===== config.mk =====
export PLATFORM = sky130hd
export DESIGN_NAME = full_subtractor_reg
export DESIGN_NICKNAME = d
export VERILOG_FILES = /design/src/rtl/fs_pkg.sv /design/src/rtl/full_subtractor_bit.sv /design/src/rtl/full_subtractor_reg.sv
export SDC_FILE = /design/constraint.sdc
export NUM_CORES = 1
export LEC_CHECK = 0
export ABC_AREA = 1
export CAP_MARGIN = 15
export CORE_AREA = 2 2 39 41
export DETAILED_ROUTE_END_ITERATION = 16
export DIE_AREA = 0 0 41 43
export PLACE_DENSITY = 0.34
export RECOVER_POWER = 25
export SYNTH_ARGS = -nofsm -noshare
export SYNTH_HDL_FRONTEND = slang
export SYNTH_SLANG_ARGS = --single-unit

===== constraint.sdc =====
create_clock -name clk -period 1.6 [get_ports clk]
set_input_delay 0.24 -clock clk [delete_from_list [all_inputs] [get_ports clk]]
set_output_delay 0.24 -clock clk [all_outputs]
set_load 0.05 [all_outputs]

===== src/rtl/fs_pkg.sv =====
// Shared types and constants for the registered full subtractor and the
// borrow-chained datapaths built from it.
package fs_pkg;

    localparam int FS_DEFAULT_WIDTH = 1;
    localparam int FS_MAX_WIDTH     = 64;

    // Sized for the widest legal operand; narrower users take the low d bits.
    typedef struct packed {
        logic                    bout;
        logic [FS_MAX_WIDTH-1:0] d;
    } fs_result_t;

endpackage


===== src/rtl/full_subtractor_bit.sv =====
// Combinational 1-bit full-subtractor cell: d = a ^ b ^ bin, with borrow out
// when a is smaller than b + bin.
module full_subtractor_bit (
    input  logic a_i,
    input  logic b_i,
    input  logic bin_i,
    output logic d_o,
    output logic bout_o
);

    assign d_o    = a_i ^ b_i ^ bin_i;
    assign bout_o = (~a_i & b_i) | (~(a_i ^ b_i) & bin_i);

endmodule


===== src/rtl/full_subtractor_reg.sv =====
// Ripple-borrow subtractor {bout, d} = a - b - bin, registered with 1-cycle latency.
// Accepts one operand set per cycle and never stalls; d/bout hold when in_valid is low.
module full_subtractor_reg
    import fs_pkg::*;
#(
    parameter int WIDTH = FS_DEFAULT_WIDTH
) (
    input  logic             clk,
    input  logic             rst,
    input  logic             in_valid,
    input  logic [WIDTH-1:0] a,
    input  logic [WIDTH-1:0] b,
    input  logic             bin,
    output logic             out_valid,
    output logic [WIDTH-1:0] d,
    output logic             bout
);

    logic [WIDTH:0]   br;
    logic [WIDTH-1:0] d_d;
    logic             bout_d;

    logic [WIDTH-1:0] d_q;
    logic             bout_q;
    logic             out_valid_q;

    assign br[0] = bin;

    for (genvar i = 0; i < WIDTH; i++) begin : g_ripple
        full_subtractor_bit u_bit (
            .a_i    (a[i]),
            .b_i    (b[i]),
            .bin_i  (br[i]),
            .d_o    (d_d[i]),
            .bout_o (br[i+1])
        );
    end

    assign bout_d = br[WIDTH];

    // Reset wins over a coincident valid input, which is simply dropped.
    always_ff @(posedge clk) begin
        if (rst) begin
            d_q         <= '0;
            bout_q      <= 1'b0;
            out_valid_q <= 1'b0;
        end else begin
            out_valid_q <= in_valid;
            if (in_valid) begin
                d_q    <= d_d;
                bout_q <= bout_d;
            end
        end
    end

    assign d         = d_q;
    assign bout      = bout_q;
    assign out_valid = out_valid_q;

endmodule


==> qor.yml, run 1 <==
sta:
  max-slew-margin-rel: 0.909
  tightest_slew_ns: 0.135
  finalClockSkew_ns: 0
  min_period_ns: 1.24
  fin_ws_ns: 0.365
  setup_viol: 0
  slew_violations: 0
  fin_crit_sh: 0.772
  fmax_mhz: 810
  timing.setup.tns_ns: 0
  rsz0062_at_grt: "false"
  whs_ns: 0.494
  finalHoldViolCount: 0
pwr:
  pwr-share-clk: 0.485
  p_per_area_mw_per_mm2: 1080
  vdd_drop_max_uv: 168
  internal-power_mw: 0.198
  swShare: 0.267
  power.leakage_nw: 0.125
  p_comb_frac: 0.207
  p_seq_frac: 0.307
  power.total_mw: 0.270
  p_sw_mw: 0.0722
drt:
  initialDrtViolationCount: 2
  vias: 136
  ant_nets: 0
  route.detailed.drc: 0
  routedWlPerCell_microns: 6.25
  wl_microns: 275
  drtPass1Iterations: 4
  viasPerCell: 3.09
layout:
  final_cells: 44
  fin_nets: 36
  utilization: 0.180
  final_cell_area_sq_um: 249
  diodes: 0
  areaGrowthSynthToFinish_pct: 91.3
  drive_gt1_frac: 0.250
placed_design:
  place_congestion: 0.562
  dpl_cell_area_sq_um: 223
  portBuffers: 8
  place_inst: 40
  pre_cts_slack_ns: 0.114
critical_path:
  slowest_delay_ns: 0.46
  crit_chain: "clkdlybuf4s50_1 -> inv_1 -> fa_1 -> nor2_2 -> nor2_1"
  crit_path_end_kind: "flop"
  cp.arrival_ns: 1.36
  critPathLaunchType: "input pin"
  path_buf_inv: 2
  cp_max_fo: 1
  rrSetupSlack_ns: 0.99
  required_ns: 1.72
  cpLargestDelayFamily: "buffers and inverters"
  critPathSlowestCell: "fa_1"
  critPathKind: "input pin to flop"
synth:
  ys_seq_area_frac: 0.462
  syn-num-nets: 23
  synth.distinct_cells: 8
  syn_avg_cell_area_sq_um: 8.13
  synth-seq-cells: 3
  synthCells: 16
  synth_area_sq_um: 130
  ys_warn_count: 0
floorplan:
  core_area_sq_mm: 0.00138
  initial_core_util: 0.0940
  die-height_microns: 43
  fp.dieW_microns: 41
  rows: 14
  dieArea_sq_mm: 0.00176
  io-pin-count: 9
global_route:
  antenna_found_initial: 0
  grt_pass1_vias: 129
  grt_max_degree: 5
  grt_usage: 0.0492
  gr-total-overflow: 0
  grt_pass1_wl_microns: 462
cts:
  cts_setup_buffers: 0
  clkSlewWorstSetupHoldPaths_ns: 0.04
  clock_sinks: 3
  cts_buffer_depth: 2
  cts_tree: "done"
  h-tree-depth: 1
  root_buffer: "clkbuf_4"
  cts_hold_buf: 0
  clk-insertion-delay-late_ns: 0.23
  cts_buffers: 3
  cts_resized: 0
flow_run:
  maxCapViolCount: 0
hold_path:
  hold_path.class: "flop to flop"
outcome:
  status: "completed"
==> placed cells by master, fill, tap and decap left out, drive strengths merged <==
cell type      Yosys  layout
inv                5       5
fa                 1       1
dfxtp              3       3
clkbuf             0       4
o21ai              2       2
nand2              1       1
nor2               4       4
clkdlybuf4s50      0       4
dlygate4sd3        0       1
buf                0       3
==> tightest hold or removal path, cell delays in order, from the launching register on <==
cell,delay [ns]
dfxtp_1,0.33
o21ai_1,0.06
nor2_1,0.07
==> per-layer routing <==
metal	track usage	vias up	part of all wire
li1	-	68	-
met1	0.0450	57	0.39
met2	0.0438	9	0.34
met3	0.0628	2	0.25
met4	0.0600	0	0.015
met5	0	-	0
==> kinds of logic (layout without fill, tap and decap cells) <==
kind of cell               count (synthesis)  count (layout)  share of synthesized area
AOI/OAI and AO/OA                          2               2                     0.0768
buffers and inverters                      5              17                      0.144
and+or+nand+nor                            5               5                      0.163
DFF                                        3               3                      0.462
adders and majority gates                  1               1                      0.154
==> sequential cells by signal, summed over array words and instances, names as in the netlist <==
name,cells
d,1
bout,1
out_valid,1
==> cells in the mapped netlist <==
cell type,count,share of area
dfxtp_1,3,0.46
nor2_1,3,0.087
nand2_1,1,0.029
fa_1,1,0.15
nor2_2,1,0.048
o21ai_0,1,0.038
inv_1,5,0.14
o21ai_1,1,0.038
==> layout make-up <==
cell class	count	area, sq um
clock buffer	4	26.3
fill	163	1130
inverter	5	18.8
multi-input combinational	8	51.3
sequential	3	60.1
tap	16	20.0
timing repair buffer	8	72.6
==> worst paths after layout <==
| path | startpoint | endpoint | depth (start not counted) |
|---|---|---|---|
| hold reg to reg | bout$_SDFFE_PP0P_ | bout$_SDFFE_PP0P_ | 2 |
| setup reg to reg | d$_SDFFE_PP0P_ | d$_SDFFE_PP0P_ | 2 |
| setup / recovery | b | d$_SDFFE_PP0P_ | 5 |
| hold / removal | bout$_SDFFE_PP0P_ | bout$_SDFFE_PP0P_ | 2 |
==> power groups by stage <==
stage	Sequential (mW)	Combinational (mW)	Clock, mW
4_1_cts	0.0831	0.0574	0.139
3_3_place_gp	0.0840	0.0558	0
3_5_place_dp	0.0842	0.0572	0
6_report	0.0830	0.0560	0.131
2_1_floorplan	0.103	0.0131	0
5_1_grt	0.0835	0.0613	0.143
No activity file was read; power rests on OpenSTA's default activity.
==> run 2: changes to the inputs <==
- PLACE_DENSITY: 0.34 -> 0.35
- clock period: 1.6 -> 1.1 ns (I/O delays scaled with it)
==> qor.yml, run 2 (same netlist as run 1, synthesis figures left out) <==
outcome:
  status: "completed"
critical_path:
  cp_max_fo: 1
  crit_path_end_kind: "flop"
  startpoint: "a"
  rr_startpoint: "d$_SDFFE_PP0P_"
  cp.arrival_ns: 1.18
  critPathLaunchType: "input pin"
  critPathSlowestCell: "clkdlybuf4s50_1"
  cpLargestDelayFamily: "buffers and inverters"
  path_buf_inv: 1
  required_ns: 1.22
  slowest_delay_ns: 0.47
  critPathKind: "input pin to flop"
  crit_chain: "clkdlybuf4s50_1 -> fa_1 -> nor2_2 -> nor2_1"
sta:
  fin_crit_sh: 0.964
  max-slew-margin-rel: 0.895
  timing.setup.tns_ns: 0
  setup_viol: 0
  finalHoldViolCount: 0
  whs_ns: 0.481
  fmax_mhz: 943
  finalClockSkew_ns: 0
  min_period_ns: 1.06
  fin_ws_ns: 0.0400
  rsz0062_at_grt: "false"
  slew_violations: 0
  tightest_slew_ns: 0.157
placed_design:
  place_congestion: 0.564
  pre_cts_slack_ns: -0.302
  portBuffers: 8
  dp_hpwl_microns: 231
  place_inst: 40
  dpl_cell_area_sq_um: 260
drt:
  routedWlPerCell_microns: 6.59
  ant_nets: 0
  viasPerCell: 3.09
  wl_microns: 290
  initialDrtViolationCount: 1
  drtPass1Iterations: 2
  vias: 136
  route.detailed.drc: 0
pwr:
  pwr-share-clk: 0.467
  p_sw_mw: 0.113
  internal-power_mw: 0.304
  vdd_drop_max_uv: 251
  p_seq_frac: 0.301
  p_per_area_mw_per_mm2: 1470
  power.total_mw: 0.418
  power.leakage_nw: 0.138
  p_comb_frac: 0.232
  swShare: 0.272
layout:
  final_cell_area_sq_um: 284
  drive_gt1_frac: 0.250
  final_common_cell: "inv_1"
  diodes: 0
  final_cells: 44
  areaGrowthSynthToFinish_pct: 118
  fin_nets: 36
  utilization: 0.205
  layout_common_cells: "5 x inv_1, 3 x nor2_1, 3 x dfxtp_1, 3 x clkbuf_4, 3 x buf_12"
  fill_cells: 149
cts:
  cts_buffer_depth: 2
  clock_sinks: 3
  clk-insertion-delay-late_ns: 0.23
  cts_hold_buf: 0
  cts_buffers: 3
  cts_tree: "done"
  root_buffer: "clkbuf_4"
  clkSlewWorstSetupHoldPaths_ns: 0.04
  h-tree-depth: 1
global_route:
  grt_pass1_vias: 122
  grt_max_degree: 5
  grt_usage: 0.0512
  gr-total-overflow: 0
  grt_pass1_wl_microns: 489
  antenna_found_initial: 0
floorplan:
  die-height_microns: 43
  io-pin-count: 9
  core_area_sq_mm: 0.00138
  dieArea_sq_mm: 0.00176
  rows: 14
  initial_core_util: 0.0940
  fp.dieW_microns: 41
hold_path:
  hold_path.class: "input pin to flop"
  hp-start: "rst"
flow_run:
  maxCapViolCount: 0
-- run 2: timing repair --
| item | in CTS | in global routing |
|---|---|---|
| gates resized for setup | 2 | 0 |
| setup endpoints to repair | 1 | 1 |
| cloned | 0 | 0 |
| buffers inserted | 0 | 0 |
| pin swaps | 3 | 1 |
-- run 2: final timing paths --
kind                                              to  slack (ns)  depth (start not counted)
worst max-delay path                  d$_SDFFE_PP0P_        0.04                          4
worst min-delay path            out_valid$_SDFF_PP0_        0.48                          2
worst max register to register        d$_SDFFE_PP0P_        0.45                          2
worst min register to register     bout$_SDFFE_PP0P_        0.55                          2
-- run 2: routing by layer --
metal | up-vias | wire [microns] | GRT usage
met2 | 11 | 105 | 0.0500
met4 | 0 | 14 | 0.0800
met3 | 2 | 49 | 0.0471
met5 | - | 0 | 0
li1 | 69 | - | -
met1 | 54 | 120 | 0.0450
-- run 2: final cells by class --
cell class / count / area [sq um] / share of cell area
clock buffer: 4 / 26.3 / 0.0925
multi-input combinational: 8 / 51.3 / 0.181
inverter: 5 / 18.8 / 0.0661
tap: 16 / 20.0 / 0.0705
timing repair buffer: 8 / 108 / 0.379
sequential: 3 / 60.1 / 0.211
-- run 2: worst register-to-register path, delay by kind of cell (launching register included) --
| family | cells | cell delay (ns) |
|---|---|---|
| simple gates | 1 | 0.06 |
| compound gates | 1 | 0.16 |
| flops | 1 | 0.33 |
-- run 2: power by group through the flow --
stage | Sequential, mW | Combinational [mW] | Clock [mW]
global route | 0.126 | 0.104 | 0.224
global placement | 0.127 | 0.0996 | 0
detailed placement | 0.128 | 0.101 | 0
finish | 0.126 | 0.0969 | 0.195
floorplan | 0.150 | 0.0190 | 0
CTS | 0.126 | 0.0990 | 0.206
==> run 3: changes to the inputs <==
- GPL_TIMING_DRIVEN: default -> 0
- RECOVER_POWER: 25 -> default
==> qor.yml, run 3 (same netlist as run 1, synthesis figures left out) <==
drt:
  drtPass1Iterations: 2
  ant_nets: 0
  route.detailed.drc: 0
  vias: 135
  routedWlPerCell_microns: 6.43
  viasPerCell: 3.07
  initialDrtViolationCount: 2
  wl_microns: 283
pwr:
  p_per_area_mw_per_mm2: 1550
  vdd_drop_max_uv: 201
  p_sw_mw: 0.106
  pwr-share-clk: 0.494
  p_seq_frac: 0.309
  p_comb_frac: 0.197
  internal-power_mw: 0.283
  power.leakage_nw: 0.141
  swShare: 0.273
cts:
  cts_tree: "done"
  clkSlewWorstSetupHoldPaths_ns: 0.04
  cts_setup_buffers: 0
  cts_buffer_depth: 2
  h-tree-depth: 1
  root_buffer: "clkbuf_4"
  cts_buffers: 3
  clk-insertion-delay-late_ns: 0.23
  cts_hold_buf: 0
  clock_sinks: 3
critical_path:
  slowest_delay_ns: 0.36
  required_ns: 0.94
  reg2reg_depth: 2
  cpLargestDelayFamily: "buffers and inverters"
  cp_max_fo: 1
  critPathLaunchType: "flop"
  crit_chain: "clkdlybuf4s15_2"
  crit_path_end_kind: "primary output"
  path_buf_inv: 1
  critPathSlowestCell: "clkdlybuf4s15_2"
  cp.depth: 1
  cp.arrival_ns: 0.89
  critPathKind: "flop to primary output"
sta:
  fin_crit_sh: 0.957
  setup_viol: 0
  max-slew-margin-rel: 0.817
  finalHoldViolCount: 0
  finalClockSkew_ns: 0
  timing.setup.tns_ns: 0
  slew_violations: 0
  tightest_slew_ns: 0.276
  min_period_ns: 1.05
  whs_ns: 0.373
  fmax_mhz: 950
  rsz0062_at_grt: "false"
hold_path:
  hold_depth: 4
  hold_path.class: "input pin to flop"
placed_design:
  place_inst: 40
  dp_hpwl_microns: 215
  place_congestion: 0.557
  portBuffers: 8
floorplan:
  core_area_sq_mm: 0.00138
  io-pin-count: 9
  initial_core_util: 0.0940
  dieArea_sq_mm: 0.00176
  rows: 14
  die-height_microns: 43
  fp.dieW_microns: 41
layout:
  fin_nets: 36
  final_cells: 44
  drive_gt1_frac: 0.286
  fill_cells: 157
  areaGrowthSynthToFinish_pct: 93.3
  layout_common_cells: "4 x inv_1, 3 x nor2_1, 3 x dfxtp_1, 3 x clkbuf_4"
  final_common_cell: "inv_1"
  utilization: 0.182
  diodes: 0
global_route:
  grt_pass1_wl_microns: 434
  antenna_found_initial: 0
  gr-total-overflow: 0
  grt_pass1_vias: 115
  grt_max_degree: 5
  grt_usage: 0.0492
flow_run:
  maxCapViolCount: 0
outcome:
  status: "completed"
run 3: final cells by class:
type / instances / area, sq um / area share
timing repair buffer: 8 / 75.1 / 0.299
sequential: 3 / 60.1 / 0.239
multi-input combinational: 8 / 51.3 / 0.204
clock buffer: 4 / 26.3 / 0.104
tap: 16 / 20.0 / 0.0796
inverter: 5 / 18.8 / 0.0746
run 3: metal layers:
| metal | track usage | routed length (microns) |
|---|---|---|
| met5 | 0 | 0 |
| met1 | 0.0419 | 126 |
| met4 | 0.0800 | 21 |
| met2 | 0.0375 | 74 |
| met3 | 0.0628 | 61 |
run 3: path summary, 6_finish.rpt:
check	from	endpoint	slack (ns)
max reg2reg	d$_SDFFE_PP0P_	d$_SDFFE_PP0P_	0.48
min reg2reg	bout$_SDFFE_PP0P_	bout$_SDFFE_PP0P_	0.49
min	a	d$_SDFFE_PP0P_	0.37
max	out_valid$_SDFF_PP0_	out_valid	0.05
run 3: repair_timing:
action	4_1_cts	5_1_grt
pin swaps	3	2
endpoints found under the setup margin	4	3
gates resized for setup	11	6
run 3: power by group through the flow:
stage	combinational, mW	sequential [mW]	clock [mW]
2_1_floorplan	0.0190	0.150	0
3_3_place_gp	0.0835	0.122	0
3_5_place_dp	0.0851	0.122	0
4_1_cts	0.0818	0.121	0.204
5_1_grt	0.0831	0.121	0.217
6_report	0.0766	0.120	0.192
run 3: worst register-to-register path: stages, from the launching register on:
cell and delay [ns]:
dfxtp_1 0.30, o21ai_0 0.16, nor2_1 0.06
run 3: through the flow:
stage	instance area [sq um]	setup slack, ns	power (mW)
4_1_cts	258	0.0000866	0.406
2_1_floorplan	130	0.191	0.169
3_3_place_gp	230	-0.287	0.206
5_1_grt	251	0.0129	0.421
3_5_place_dp	230	-0.297	0.207
6_report	251	0.0471	0.389
==> variant (flow settings as in run 2) <==
Reset style: asynchronous (`rst`), changed in one clocked block.
--- a/src/rtl/full_subtractor_reg.sv
+++ b/src/rtl/full_subtractor_reg.sv
@@ -39,7 +39,7 @@
     assign bout_d = br[WIDTH];
 
     // Reset wins over a coincident valid input, which is simply dropped.
-    always_ff @(posedge clk) begin
+    always_ff @(posedge clk or posedge rst) begin
         if (rst) begin
             d_q         <= '0;
             bout_q      <= 1'b0;
Behaviour: differs if rst is asserted again (counterexample within 4 cycles, from zero or initial values and one cycle with rst high); with rst held inactive, the same outputs for 10 cycles.
==> variant against run 2 <==
First-iteration DRC count increased by 100%. Critical endpoint is now d$_DFFE_PP0P_. Worst hold slack got worse by 0.24 ns. Sequential cell count unchanged. Design area increased by 3.5%. Total power increased by 8.4%. Wire length decreased by 7.9%. Setup slack got worse by 0.0028 ns. Synthesized area increased by 4.8%.
==> variant: results (changes against run 2) <==
- Starting DRT DRC Count: 2 (+1)
- Leak pwr: 0.160 nW (+16%)
- Comb pwr: 126 uW (+30%)
- Antenna violations before repair: 0 (unchanged)
- Met3 Track Usage GR: 3.14% (-1.6 points)
- Met3 WL post-DR: 45 um (-8.2%)
- Vias in the first global route: 132 (+8.2%)
- Max VDD drop: 0.000234 V (-6.7%)
- Routability cong.: 0.609 (+7.9%)
- Share of layout cells above drive strength 1: 22.2% (-2.8 points)
- YS warnings: 0 (unchanged)
- Tot GR Track Use: 4.63% (-0.49 points)
- Met2 wire length: 99 um (-5.7%)
- Synth area leader: dfrtp_1
- First-pass GRT wire length: 427 um (-13%)
- Worst Skew: 0 ns (unchanged)
- Asr flop ratio synth: 100% (+100 points)
- DR pass1 iterations: 2 (unchanged)
- Port bufs: 8 (unchanged)
- # H-tree levels: 1 (unchanged)
- Sw Ratio: 28.7% (+1.5 points)
- Clock power share: 42.5% (-4.2 points)
- Sequential-to-total area share from yosys stat: 55.0% (+8.9 points)
- Total CTS buffers: 3 (unchanged)
- CP max FO: 1 (unchanged)
- Cell variety after synth: 4 (-4)
- WP data arrival: 1.23 ns (+0.05 ns)
- Skew-Pair Late Insertion Delay: 0.23 ns (about the same)
- Met2 Track Usage GR: 4.38% (-0.63 points)
- Status: finished, final reports clean
- ANT cells: 0 (unchanged)
- Post-DR vias/cell: 2.88 (-6.7%)
- Clock transition at the registers of the reported paths: 0.04 ns (about the same)
- Detail Route Antenna Nets: 0 (unchanged)
- Max-slew violation count: 0 (unchanged)
- Met1 usage: 3.57% (-0.93 points)
- Switching pwr: 130 uW (+14%)
- Avg WL per Cell: 6.21 um (-5.8%)
- Worst-case clock buffer depth: 2 (unchanged)
- Root Driver: clkbuf_4
- Highest routed metal layer: met4
- Worst slew pin tran: 0.129 ns (-0.0277 ns)
- Synth area leaders: dfrtp_1 55%, nand2_1 17%, fa_1 15%, inv_1 14%
- Syn Nets: 22 (-4.3%)
- Commonest cells in the netlist: 6 x nand2_1, 5 x inv_1, 3 x dfrtp_1
- HP Class: in2async
- Met1 wire length: 103 um (-14%)
- Site row count: 14 (unchanged)
- Largest net degree at the start of global routing: 5 (unchanged)
- Nets: 35 (-2.8%)
-- variant: cell types whose count changed after synthesis, moves of 3 or more --
cell	delta
nand2_1	+5
dfxtp_1	-3
nor2_1	-3
dfrtp_1	+3
-- variant: final timing paths --
check / from / endpoint / slack, ns / cells after the start
hold reg to reg: d$_DFFE_PP0P_ / d$_DFFE_PP0P_ / 0.52 / 2
setup reg to reg: bout$_DFFE_PP0P_ / bout$_DFFE_PP0P_ / 0.47 / 2
min in group clk: b / d$_DFFE_PP0P_ / 0.41 / 5
setup / recovery: a / d$_DFFE_PP0P_ / 0.04 / 4
hold / removal: rst / bout$_DFFE_PP0P_ / 0.24 / 2
max in group asynchronous: rst / out_valid$_DFF_PP0_ / 0.74 / 2
-- variant: what timing repair did --
| item | CTS | global route |
|---|---|---|
| pin swaps | 2 | 1 |
| setup buffers | 0 | 0 |
| gates resized for setup | 1 | 1 |
| hold endpoints to repair | 0 | 0 |
| endpoints found under the setup margin | 1 | 1 |
-- variant: cells by family after synthesis --
logic type / synth area share [%]
adder cells (fa/ha/maj): 14.7
buffers and inverters: 13.8
flip-flops: 55.0
AND/OR/NAND/NOR: 16.5
-- variant: stage by stage --
stage,setup slack [ns],instance area [um2],instances,utilization (%)
after floorplan,0.241,136,15,-
after global placement,-0.231,267,39,19.3
after detailed placement,-0.250,267,39,19.3
after CTS,0.0235,292,43,21.1
after global routing,0.0114,294,43,21.2
final,0.0372,294,43,21.2
-- variant: area by class of cell --
type	count	area [um2]
Multi-Input combinational cell	7	42.5
Inverter	5	18.8
Sequential cell	3	75.1
Fill cell	156	1090
Clock buffer	4	26.3
Tap cell	16	20.0
Timing Repair Buffer	8	111
-- variant: worst max-delay path, stage by stage --
cell and delay, ns:
clkdlybuf4s50_1 0.43, fa_1 0.54, nand2_1 0.05, nand2_1 0.05
